File: src/rtl/arcade_input_mapper_if.sv
// Player-input bus between the hps_io side and the arcade core.
//   ps2_key     : hps_io key event ([10] toggle, [9] pressed, [8] extended, [7:0] scancode)
//   joy         : 16 bits per player ([0] right, [1] left, [2] down, [3] up,
//                 [4+b] button b, [4+BUTTONS] start, [5+BUTTONS] coin)
//   rotate      : 0 none, 1 clockwise, 2 counter-clockwise, 3 same as 0
//   autofire_en : per-player autofire enable on button 0
//   player_out  : (6+BUTTONS) bits per player, LSB first:
//                 up, down, left, right, btn[0..BUTTONS-1], start, coin
// master drives the inputs and reads player_out; slave is the mapper.
interface arcade_input_mapper_if #(
    parameter int PLAYERS = 2,
    parameter int BUTTONS = 3
);
    logic [10:0]                    ps2_key;
    logic [16*PLAYERS-1:0]          joy;
    logic [1:0]                     rotate;
    logic [PLAYERS-1:0]             autofire_en;
    logic [(6+BUTTONS)*PLAYERS-1:0] player_out;

    modport master (
        output ps2_key,
        output joy,
        output rotate,
        output autofire_en,
        input  player_out
    );

    modport slave (
        input  ps2_key,
        input  joy,
        input  rotate,
        input  autofire_en,
        output player_out
    );
endinterface

File: src/rtl/arcade_input_mapper.sv
// Arcade player-input front end: PS/2 key decode for players 1-2, joystick
// merge, screen-orientation remap of directions, coin pulse stretching and
// per-player autofire on button 0. All outputs are registered.
//   clk_sys : system clock
//   reset_n : asynchronous active-low reset
//   bus     : arcade_input_mapper_if slave (ps2_key, joy, rotate,
//             autofire_en in; player_out out)
module arcade_input_mapper #(
    parameter int          PLAYERS      = 2,
    parameter int          BUTTONS      = 3,
    parameter logic [15:0] COIN_HOLD    = 16'd50000,
    parameter logic [19:0] AUTOFIRE_DIV = 20'd400000
) (
    input  logic                  clk_sys,
    input  logic                  reset_n,
    arcade_input_mapper_if.slave  bus
);
    localparam int W  = 6 + BUTTONS;
    // Keyboard state per player: up, down, left, right, btn0..2, start, coin
    localparam int KW = 9;

    logic                       primed_q, primed_d;
    logic                       tog_q, tog_d;
    logic [1:0][KW-1:0]         key_q, key_d;
    logic [PLAYERS-1:0]         coin_prev_q, coin_prev_d;
    logic [PLAYERS-1:0][15:0]   coin_cnt_q, coin_cnt_d;
    logic [19:0]                div_q, div_d;
    logic                       phase_q, phase_d;
    logic [W*PLAYERS-1:0]       out_q, out_d;

    logic [5:0]                 key_dec;
    logic                       key_event;
    logic [PLAYERS-1:0][KW-1:0] kb;
    logic [PLAYERS-1:0][W-1:0]  mrg;

    // Scancode lookup: {hit, player, key-state index}. Arrows match with or
    // without the extended prefix; every other key requires it clear.
    function automatic logic [5:0] decode_key(input logic ext, input logic [7:0] code);
        logic [5:0] r;
        r = 6'd0;
        case (code)
            8'h75:   r = {1'b1, 1'b0, 4'd0};
            8'h72:   r = {1'b1, 1'b0, 4'd1};
            8'h6B:   r = {1'b1, 1'b0, 4'd2};
            8'h74:   r = {1'b1, 1'b0, 4'd3};
            default: begin
                if (!ext) begin
                    case (code)
                        8'h14, 8'h29: r = {1'b1, 1'b0, 4'd4};
                        8'h11:        r = {1'b1, 1'b0, 4'd5};
                        8'h12:        r = {1'b1, 1'b0, 4'd6};
                        8'h16, 8'h05: r = {1'b1, 1'b0, 4'd7};
                        8'h2E:        r = {1'b1, 1'b0, 4'd8};
                        8'h2D:        r = {1'b1, 1'b1, 4'd0};
                        8'h2B:        r = {1'b1, 1'b1, 4'd1};
                        8'h23:        r = {1'b1, 1'b1, 4'd2};
                        8'h34:        r = {1'b1, 1'b1, 4'd3};
                        8'h1C:        r = {1'b1, 1'b1, 4'd4};
                        8'h1B:        r = {1'b1, 1'b1, 4'd5};
                        8'h15:        r = {1'b1, 1'b1, 4'd6};
                        8'h1E, 8'h06: r = {1'b1, 1'b1, 4'd7};
                        8'h36:        r = {1'b1, 1'b1, 4'd8};
                        default:      r = 6'd0;
                    endcase
                end else begin
                    r = 6'd0;
                end
            end
        endcase
        return r;
    endfunction

    // Key event detection; the first cycle after reset only primes the toggle copy.
    always_comb begin
        tog_d     = bus.ps2_key[10];
        primed_d  = 1'b1;
        key_d     = key_q;
        key_dec   = decode_key(bus.ps2_key[8], bus.ps2_key[7:0]);
        key_event = primed_q && (bus.ps2_key[10] != tog_q);
        if (key_event && key_dec[5]) begin
            key_d[key_dec[4]][key_dec[3:0]] = bus.ps2_key[9];
        end else begin
            key_d = key_q;
        end
    end

    // Merge keyboard and joystick per player; players 3-4 have no keyboard map.
    always_comb begin
        kb  = '0;
        mrg = '0;
        for (int p = 0; p < PLAYERS; p++) begin
            kb[p]     = (p < 2) ? key_q[p % 2] : {KW{1'b0}};
            mrg[p][0] = bus.joy[16*p+3] | kb[p][0];
            mrg[p][1] = bus.joy[16*p+2] | kb[p][1];
            mrg[p][2] = bus.joy[16*p+1] | kb[p][2];
            mrg[p][3] = bus.joy[16*p+0] | kb[p][3];
            for (int b = 0; b < BUTTONS; b++) begin
                // Keyboard maps only btn0..2; a fourth button is joystick-only.
                mrg[p][4+b] = bus.joy[16*p+4+b] | ((b < 3) ? kb[p][4+(b%3)] : 1'b0);
            end
            mrg[p][4+BUTTONS] = bus.joy[16*p+4+BUTTONS] | kb[p][7];
            mrg[p][5+BUTTONS] = bus.joy[16*p+5+BUTTONS] | kb[p][8];
        end
    end

    // Rotation, autofire gating and coin stretching into the output register.
    always_comb begin
        coin_prev_d = coin_prev_q;
        coin_cnt_d  = coin_cnt_q;
        out_d       = '0;
        for (int p = 0; p < PLAYERS; p++) begin
            coin_prev_d[p] = mrg[p][5+BUTTONS];
            if (mrg[p][5+BUTTONS] && !coin_prev_q[p]) begin
                coin_cnt_d[p] = COIN_HOLD;
            end else if (coin_cnt_q[p] != 16'd0) begin
                coin_cnt_d[p] = coin_cnt_q[p] - 16'd1;
            end else begin
                coin_cnt_d[p] = 16'd0;
            end

            case (bus.rotate)
                2'd1: begin
                    out_d[W*p+0] = mrg[p][2];
                    out_d[W*p+1] = mrg[p][3];
                    out_d[W*p+2] = mrg[p][1];
                    out_d[W*p+3] = mrg[p][0];
                end
                2'd2: begin
                    out_d[W*p+0] = mrg[p][3];
                    out_d[W*p+1] = mrg[p][2];
                    out_d[W*p+2] = mrg[p][0];
                    out_d[W*p+3] = mrg[p][1];
                end
                default: begin
                    out_d[W*p+0] = mrg[p][0];
                    out_d[W*p+1] = mrg[p][1];
                    out_d[W*p+2] = mrg[p][2];
                    out_d[W*p+3] = mrg[p][3];
                end
            endcase

            out_d[W*p+4] = mrg[p][4] & (phase_q | ~bus.autofire_en[p]);
            for (int b = 1; b < BUTTONS; b++) begin
                out_d[W*p+4+b] = mrg[p][4+b];
            end
            out_d[W*p+4+BUTTONS] = mrg[p][4+BUTTONS];
            out_d[W*p+5+BUTTONS] = mrg[p][5+BUTTONS] | (coin_cnt_q[p] != 16'd0);
        end
    end

    // Free-running autofire divider; phase flips each time the count wraps.
    always_comb begin
        if (div_q >= AUTOFIRE_DIV - 20'd1) begin
            div_d   = 20'd0;
            phase_d = ~phase_q;
        end else begin
            div_d   = div_q + 20'd1;
            phase_d = phase_q;
        end
    end

    // State and output registers.
    always_ff @(posedge clk_sys or negedge reset_n) begin
        if (!reset_n) begin
            primed_q    <= 1'b0;
            tog_q       <= 1'b0;
            key_q       <= '0;
            coin_prev_q <= '0;
            coin_cnt_q  <= '0;
            div_q       <= 20'd0;
            phase_q     <= 1'b1;
            out_q       <= '0;
        end else begin
            primed_q    <= primed_d;
            tog_q       <= tog_d;
            key_q       <= key_d;
            coin_prev_q <= coin_prev_d;
            coin_cnt_q  <= coin_cnt_d;
            div_q       <= div_d;
            phase_q     <= phase_d;
            out_q       <= out_d;
        end
    end

    assign bus.player_out = out_q;
endmodule
File: src/flat_wrapper.sv
// flat-port wrapper written by rule: the top's interface ports become plain ports
module arcade_input_mapper_flat 
#(
    parameter int          PLAYERS      = 2,
    parameter int          BUTTONS      = 3,
    parameter logic [15:0] COIN_HOLD    = 16'd50000,
    parameter logic [19:0] AUTOFIRE_DIV = 20'd400000
)
  (clk_sys, reset_n, bus_ps2_key, bus_joy, bus_rotate, bus_autofire_en, bus_player_out);
  arcade_input_mapper_if #(.PLAYERS(PLAYERS), .BUTTONS(BUTTONS)) bus_i ();
  input  logic clk_sys;
  input  logic reset_n;
  input wire logic [$bits(bus_i.ps2_key)-1:0] bus_ps2_key;
  input wire logic [$bits(bus_i.joy)-1:0] bus_joy;
  input wire logic [$bits(bus_i.rotate)-1:0] bus_rotate;
  input wire logic [$bits(bus_i.autofire_en)-1:0] bus_autofire_en;
  output wire logic [$bits(bus_i.player_out)-1:0] bus_player_out;
  assign bus_i.ps2_key = bus_ps2_key;
  assign bus_i.joy = bus_joy;
  assign bus_i.rotate = bus_rotate;
  assign bus_i.autofire_en = bus_autofire_en;
  assign bus_player_out = bus_i.player_out;
  arcade_input_mapper #(.PLAYERS(PLAYERS), .BUTTONS(BUTTONS), .COIN_HOLD(COIN_HOLD), .AUTOFIRE_DIV(AUTOFIRE_DIV)) u_core (.clk_sys(clk_sys), .reset_n(reset_n), .bus(bus_i));
endmodule
File: config.mk
export PLATFORM = sky130hd
export DESIGN_NAME = arcade_input_mapper_flat
export DESIGN_NICKNAME = d
export VERILOG_FILES = /design/src/rtl/arcade_input_mapper_if.sv /design/src/rtl/arcade_input_mapper.sv /design/src/flat_wrapper.sv
export SDC_FILE = /design/constraint.sdc
export NUM_CORES = 1
export LEC_CHECK = 0
export BUFFER_PORTS_ARGS = -buffer_cell sky130_fd_sc_hd__buf_2
export CORE_MARGIN = 2
export CORE_UTILIZATION = 55
export CTS_BUF_LIST = sky130_fd_sc_hd__clkbuf_4 sky130_fd_sc_hd__clkbuf_8 sky130_fd_sc_hd__clkbuf_16
export DETAILED_ROUTE_END_ITERATION = 16
export GPL_ROUTABILITY_DRIVEN = 0
export PLACE_DENSITY = 0.77
export SYNTH_ARGS = -nofsm -noshare
export SYNTH_HDL_FRONTEND = slang
export SYNTH_SLANG_ARGS = --single-unit
File: constraint.sdc
create_clock -name clk_sys -period 2.3 [get_ports clk_sys]
set_clock_uncertainty 0.2 [all_clocks]
set_input_delay 0.46 -clock clk_sys [delete_from_list [all_inputs] [get_ports clk_sys]]
set_output_delay 0.46 -clock clk_sys [all_outputs]
set_load 0.02 [all_outputs]
==> results of run 1 <==
==> where the power goes <==
group | switching [W] | internal [W]
Sequential | 0.000126 | 0.00180
Clock | 0.000592 | 0.000413
Combinational | 0.000408 | 0.000336
Total | 0.00112 | 0.00255
==> stage by stage <==
step	setup WS (ns)	hold slack (ns)	TNS [ns]
final	-0.0913	0.0347	-0.214
after global routing	-0.124	0.0166	-0.732
after CTS	-0.00653	0.0248	-0.00653
after detailed placement	-0.601	0.251	-8.63
after global placement	-0.512	0.242	-7.85
after floorplan	-0.210	-0.0356	-1.88
==> synth_stat cells (4+ instances only) <==
| master | n |
|---|---|
| nor2_1 | 62 |
| nor3_1 | 13 |
| clkbuf_1 | 7 |
| a22oi_1 | 8 |
| xor2_1 | 18 |
| nand2b_1 | 5 |
| dfrtp_1 | 92 |
| nor4_1 | 10 |
| xnor2_1 | 25 |
| inv_1 | 12 |
| ha_1 | 12 |
| o21ai_1 | 7 |
| nand3b_1 | 5 |
| nand4b_1 | 5 |
| nor3b_1 | 4 |
| o21ai_0 | 25 |
| a211oi_1 | 4 |
| nand3_1 | 9 |
| a21oi_1 | 11 |
| and2_1 | 4 |
| or3_1 | 7 |
| mux2_1 | 17 |
| or2_2 | 17 |
| nand2_1 | 28 |
| and3_1 | 4 |
==> kinds of logic (layout without fill, tap and decap cells) <==
family / count (synthesis) / in the layout / synth area share [%]
other cells: 2 / 2 / 0.155
mux: 22 / 22 / 5.05
fa+ha+maj: 12 / 12 / 3.09
xor+xnor: 43 / 43 / 7.76
compound gates: 79 / 79 / 11.0
simple gates: 198 / 198 / 22.6
flops: 93 / 93 / 48.0
buf+inv: 25 / 135 / 2.45
==> state kept, by name, summed over array words and instances (netlist names) <==
name and count:
u_core.bus.player_out 18, u_core.coin_cnt_q 32, u_core.coin_prev_q 2, u_core.div_q 20, u_core.kb 18, u_core.phase_q 1, u_core.primed_q 1, u_core.tog_q 1
==> timing repair <==
action	in CTS	in global routing
hold buffers	1	0
endpoints found under the setup margin	17	21
gates resized for setup	25	24
pin swaps	7	4
endpoints found under the hold margin	41	0
setup buffers	1	5
==> area by class of cell <==
class / count / area (um2)
clock inverters: 6 / 43.8
clock buffers: 10 / 131
multi-input cells: 356 / 2660
flip-flops and latches: 93 / 2330
repair buffers: 107 / 734
well taps: 108 / 135
fillers: 644 / 2530
inverters: 12 / 65.1
==> routing by layer <==
metal	wire length, um	track usage, %
met1	4750	31.6
met2	5300	36.6
met3	411	4.44
met4	284	8.12
met5	0	0
==> final timing paths <==
kind | startpoint | endpoint | slack [ns] | cells after the start
max | bus_ps2_key[6] | u_core.kb[6] | -0.09 | 7
min | bus_ps2_key[10] | u_core.tog_q | 0.03 | 1
max reg2reg | u_core.tog_q | u_core.kb[6] | 0.05 | 6
min reg2reg | u_core.coin_cnt_q[16] | u_core.coin_cnt_q[16] | 0.26 | 1
max in group asynchronous | reset_n | u_core.kb[15] | 0.86 | 3
min in group asynchronous | reset_n | u_core.coin_cnt_q[31] | 0.42 | 2
==> out/results.tsv, run 1 <==
stage	metric	value	unit
drt	firstDrtPassIters	6	
timing	fin_crit	2.39	ns
die	core-area	8640	um2
clock_network	cts_buffers	9	
timing	rsz0062_at_grt	true	
yosys	ys_seq_area_share	48.0	%
global_routing	antenna_found_initial	0	
drt	via_per_inst	5.64	
pwr	total_power	0.00367	W
timing	worstMarginPinSlew	0.576	ns
worst_setup_path	cpLargestDelayFamily	compound AO/OA/AOI/OAI gates	
drt	drtIter0Drc	109	
pwr	p_leak	2.69	nW
global_routing	grt_pass1_vias	3852	
yosys	ys_types	65	
pwr	p_per_area	601	nW/um2
worst_setup_path	required	2.34	ns
status	violations	setup timing	
worst_setup_path	critPathMaxStageDelay	0.53	ns
die	die-area	9600	um2
yosys	synth_async_sr_flop_share	100	%
yosys	ys_seq_elements	93	
die	die_x	98.0	um
die	die_h	98.0	um
yosys	yosys_warnings	0	
cells_and_area	layout_common_cells	dfrtp_1, nor2_1, buf_4	
timing	slew_violations	0	
status	status	finished, violations left	
run	cap_violations	0	
clock_network	clkLatencyLatePin	0.36	ns
timing	max_freq	418	MHz
timing	relSlewSlack	61.6	%
yosys	synth_top_area_share	47.4	%
timing	finalHoldViolCount	0	
cells_and_area	synthToLayoutAreaGrowth	25.7	%
worst_setup_path	crit_path_start_kind	input pin	
worst_hold_path	hold_class	input pin to flop	
placement	placed_cell_area	5640	um2
die	start_util	56.2	%
cells_and_area	fin_nets	640	
yosys	syn_inst	474	
yosys	synth_flop_cell	dfrtp_1	
yosys	postSynthAreaPerCell	10.2	um2
worst_setup_path	slowest_stage	or4_1	
worst_setup_path	path_cells	buf_2, or4_1, a221o_1, o311ai_4, nand3_4, a211oi_2, mux2_1	
yosys	synth_edf_count	0	
drt	wirelength	10700	um
pwr	ir_drop	0.000419	V
drt	drcViolationCount	0	
cells_and_area	drive_gt1_share	33.0	%
drt	final_antenna_net_count	0	
clock_network	clk_pin_slew	0.08	ns
yosys	synth_area	4860	um2
cells_and_area	fin_util	70.7	%
clock_network	clockBufferDepth	2	
placement	place_inst	669	
drt	vias	3904	
global_routing	grt_overflow	0	
die	rows	34	
worst_setup_path	end_kind	flop	
placement	hpwl	7690	um
yosys	yosysTopAreaCell	dfrtp_1	
yosys	syn_nets	535	
timing	finalSetupViolCount	8	
yosys	synth_area_leaders	dfrtp_1, nor2_1, xnor2_1, mux2_1, xor2_1	
cells_and_area	finalInstanceArea	6100	um2
global_routing	grt_usage	22.9	%
worst_setup_path	critPathKind	input pin to flop	
cells_and_area	final_common_cell	dfrtp_1	
worst_setup_path	critPathMaxFanout	4	
timing	fin_ws	-0.0913	ns
timing	finalCritPeriodShare	104	%
cells_and_area	antenna_cells	0	
drt	avgRoutedWirePerCell	15.5	um
global_routing	grt_max_degree	45	
clock_network	tritoncts	built	
die	ios	67	
global_routing	grt_pass1_wl	17800	um
cells_and_area	fin_cells	692	
clock_network	htree_levels	3	
placement	io_buffers	52	
clock_network	cts_sinks	93	
worst_setup_path	cp.arrival	2.43	ns
clock_network	clockRootBuffer	clkbuf_8	
worst_setup_path	path_buf_inv	1	
Power figures use the tool's default switching activity.
==> run 2: changes to the inputs <==
==> constraint.sdc (replaced) <==
create_clock -name clk_sys -period 2.5 [get_ports clk_sys]
set_clock_uncertainty 0.2 [all_clocks]
set_input_delay 0.5 -clock clk_sys [delete_from_list [all_inputs] [get_ports clk_sys]]
set_output_delay 0.5 -clock clk_sys [all_outputs]
set_load 0.02 [all_outputs]
==> run 2 against run 1 <==
The run now ends clean. Routed wire length decreased by 11%. Largest power group unchanged. Combinational power down 15%. Total power decreased by 5.3%. Clock power up 7%. Core utilization down 2.7 points. Global-route usage shrank 2.4 points. Largest cell class unchanged. Via count decreased by 4.6%. Die area unchanged. Critical path type unchanged. Flip-flop and latch count stayed put. Setup slack better by 0.12 ns. Sequential share of layout area grew 1.5 points. Non-clock buffer count down 11.
==> out/results.tsv, run 2 (same netlist as run 1, synthesis figures left out) <==
stage	metric	value	unit	change
worst_setup_path	required	2.53	ns	was 2.34 ns
clock_network	clk_pin_slew	0.08	ns	about the same
run	cap_violations	0		unchanged
status	status	finished clean		was finished, violations left
global_routing	grt_pass1_vias	3665		was 3852
timing	finalHoldViolCount	0		unchanged
timing	finalSetupViolCount	0		was 8
cells_and_area	drive_gt1_share	28.1	%	was 33.0%
drt	drcViolationCount	0		unchanged
clock_network	cts_setup_buffers	0		was 1
die	die_x	98.0	um	unchanged
clock_network	cts_buffers	9		unchanged
cells_and_area	antenna_cells	0		unchanged
clock_network	htree_levels	3		unchanged
timing	rsz0062_at_grt	true		unchanged
worst_setup_path	critPathKind	input pin to flop		unchanged
worst_setup_path	cp.arrival	2.50	ns	was 2.43 ns
worst_setup_path	critPathMaxFanout	4		unchanged
clock_network	clockBufferDepth	2		unchanged
timing	relSlewSlack	62.6	%	was 61.6%
die	ios	67		unchanged
die	start_util	56.2	%	unchanged
cells_and_area	layout_common_cells	dfrtp_1, nor2_1, buf_2		was dfrtp_1, nor2_1, buf_4
timing	worstMarginPinSlew	0.557	ns	was 0.576 ns
cells_and_area	n_fill_cell	663		was 644
cells_and_area	fin_util	68.0	%	was 70.7%
placement	hpwl	7190	um	was 7690 um
global_routing	grt_usage	20.5	%	was 22.9%
cells_and_area	final_common_cell	dfrtp_1		unchanged
timing	finalCritPeriodShare	98.8	%	
timing	fin_crit	2.47	ns	
placement	io_buffers	52		unchanged
worst_setup_path	end_kind	flop		unchanged
die	rows	34		unchanged
drt	vias	3724		was 3904
cells_and_area	fin_nets	629		was 640
drt	drtIter0Drc	106		was 109
global_routing	antenna_found_initial	0		unchanged
drt	wirelength	9600	um	was 10700 um
cells_and_area	synthToLayoutAreaGrowth	20.9	%	was 25.7%
clock_network	tritoncts	built		unchanged
cells_and_area	regMostFlops	u_core.coin_cnt_q		unchanged
die	die-area	9600	um2	unchanged
worst_hold_path	hold_class	input pin to flop		unchanged
drt	via_per_inst	5.47		was 5.64
cells_and_area	top_regs	u_core.coin_cnt_q (32), u_core.div_q (20)		unchanged
die	die_h	98.0	um	unchanged
global_routing	grt_max_degree	59		was 45
timing	max_freq	405	MHz	
cells_and_area	largest_reg_flops	32		unchanged
timing	timing.hold.ws	0.0771	ns	was 0.0347 ns
pwr	p_per_area	592	nW/um2	was 601 nW/um2
pwr	ir_drop	0.000438	V	was 0.000419 V
pwr	p_leak	2.60	nW	was 2.69 nW
drt	avgRoutedWirePerCell	14.1	um	was 15.5 um
clock_network	cts_sinks	93		unchanged
die	core-area	8640	um2	unchanged
clock_network	clockRootBuffer	clkbuf_8		unchanged
clock_network	clkLatencyLatePin	0.36	ns	about the same
global_routing	grt_overflow	0		unchanged
timing	slew_violations	0		unchanged
worst_setup_path	crit_path_start_kind	input pin		unchanged
global_routing	grt_pass1_wl	16200	um	was 17800 um
drt	firstDrtPassIters	4		was 6
drt	final_antenna_net_count	0		unchanged
run 2: power breakdown:
part | switching [W] | internal, W
combinational | 0.000350 | 0.000281
sequential | 0.000108 | 0.00165
clock | 0.000517 | 0.000567
total | 0.000975 | 0.00250
run 2: cell type report:
| class | count | area (um2) | share of cell area [%] |
|---|---|---|---|
| sequential | 93 | 2330 | 39.6 |
| timing repair buffer | 96 | 621 | 10.6 |
| tap | 108 | 135 | 2.30 |
| multi-input combinational | 356 | 2500 | 42.7 |
| clock buffer | 9 | 124 | 2.11 |
| clock inverter | 7 | 95.1 | 1.62 |
| inverter | 12 | 65.1 | 1.11 |
run 2: worst paths after layout:
| kind | from | endpoint | slack (ns) | cells after the start |
|---|---|---|---|---|
| setup reg to reg | u_core.tog_q | u_core.kb[10] | 0.27 | 6 |
| hold reg to reg | u_core.coin_cnt_q[16] | u_core.coin_cnt_q[16] | 0.25 | 1 |
| setup / recovery | bus_ps2_key[0] | u_core.kb[4] | 0.03 | 9 |
| max in group asynchronous | reset_n | u_core.phase_q | 0.99 | 3 |
| min in group asynchronous | reset_n | u_core.coin_cnt_q[31] | 0.42 | 2 |
| hold / removal | bus_ps2_key[10] | u_core.tog_q | 0.08 | 1 |
run 2: layer usage:
layer | GRT usage, % | vias to the layer above | part of all wire, %
met2 | 34.5 | 76 | 49
met5 | 0 | - | 0
met4 | 5.45 | 0 | 0.90
met3 | 3.72 | 8 | 3.6
met1 | 27.7 | 1780 | 46
li1 | - | 1860 | -
run 2: timing repair:
| action | 4_1_cts | 5_1_grt |
|---|---|---|
| gates resized for setup | 3 | 8 |
| endpoints found under the hold margin | 35 | 0 |
| hold buffers | 1 | 0 |
| endpoints found under the setup margin | 6 | 10 |
| pin swaps | 0 | 4 |
run 2: worst max-delay path, cell delays in order:
cell	delay (ns)
buf_4	0.14
inv_8	0.04
ha_4	0.16
and4b_1	0.20
o2111ai_4	0.23
o311ai_4	0.17
or3_4	0.45
a211oi_1	0.26
mux2_1	0.35
run 2: through the flow:
stage,total power (W),setup slack [ns],std cells,instance area (um2),setup TNS [ns]
after global routing,0.00366,-0.0151,681,5870,-0.0409
after global placement,0.00239,-0.356,664,5590,-4.99
after floorplan,0.00219,-0.0497,474,4940,-0.173
after detailed placement,0.00242,-0.419,664,5590,-6.20
final,0.00348,0.0304,681,5870,0
after CTS,0.00350,0.00953,681,5830,0
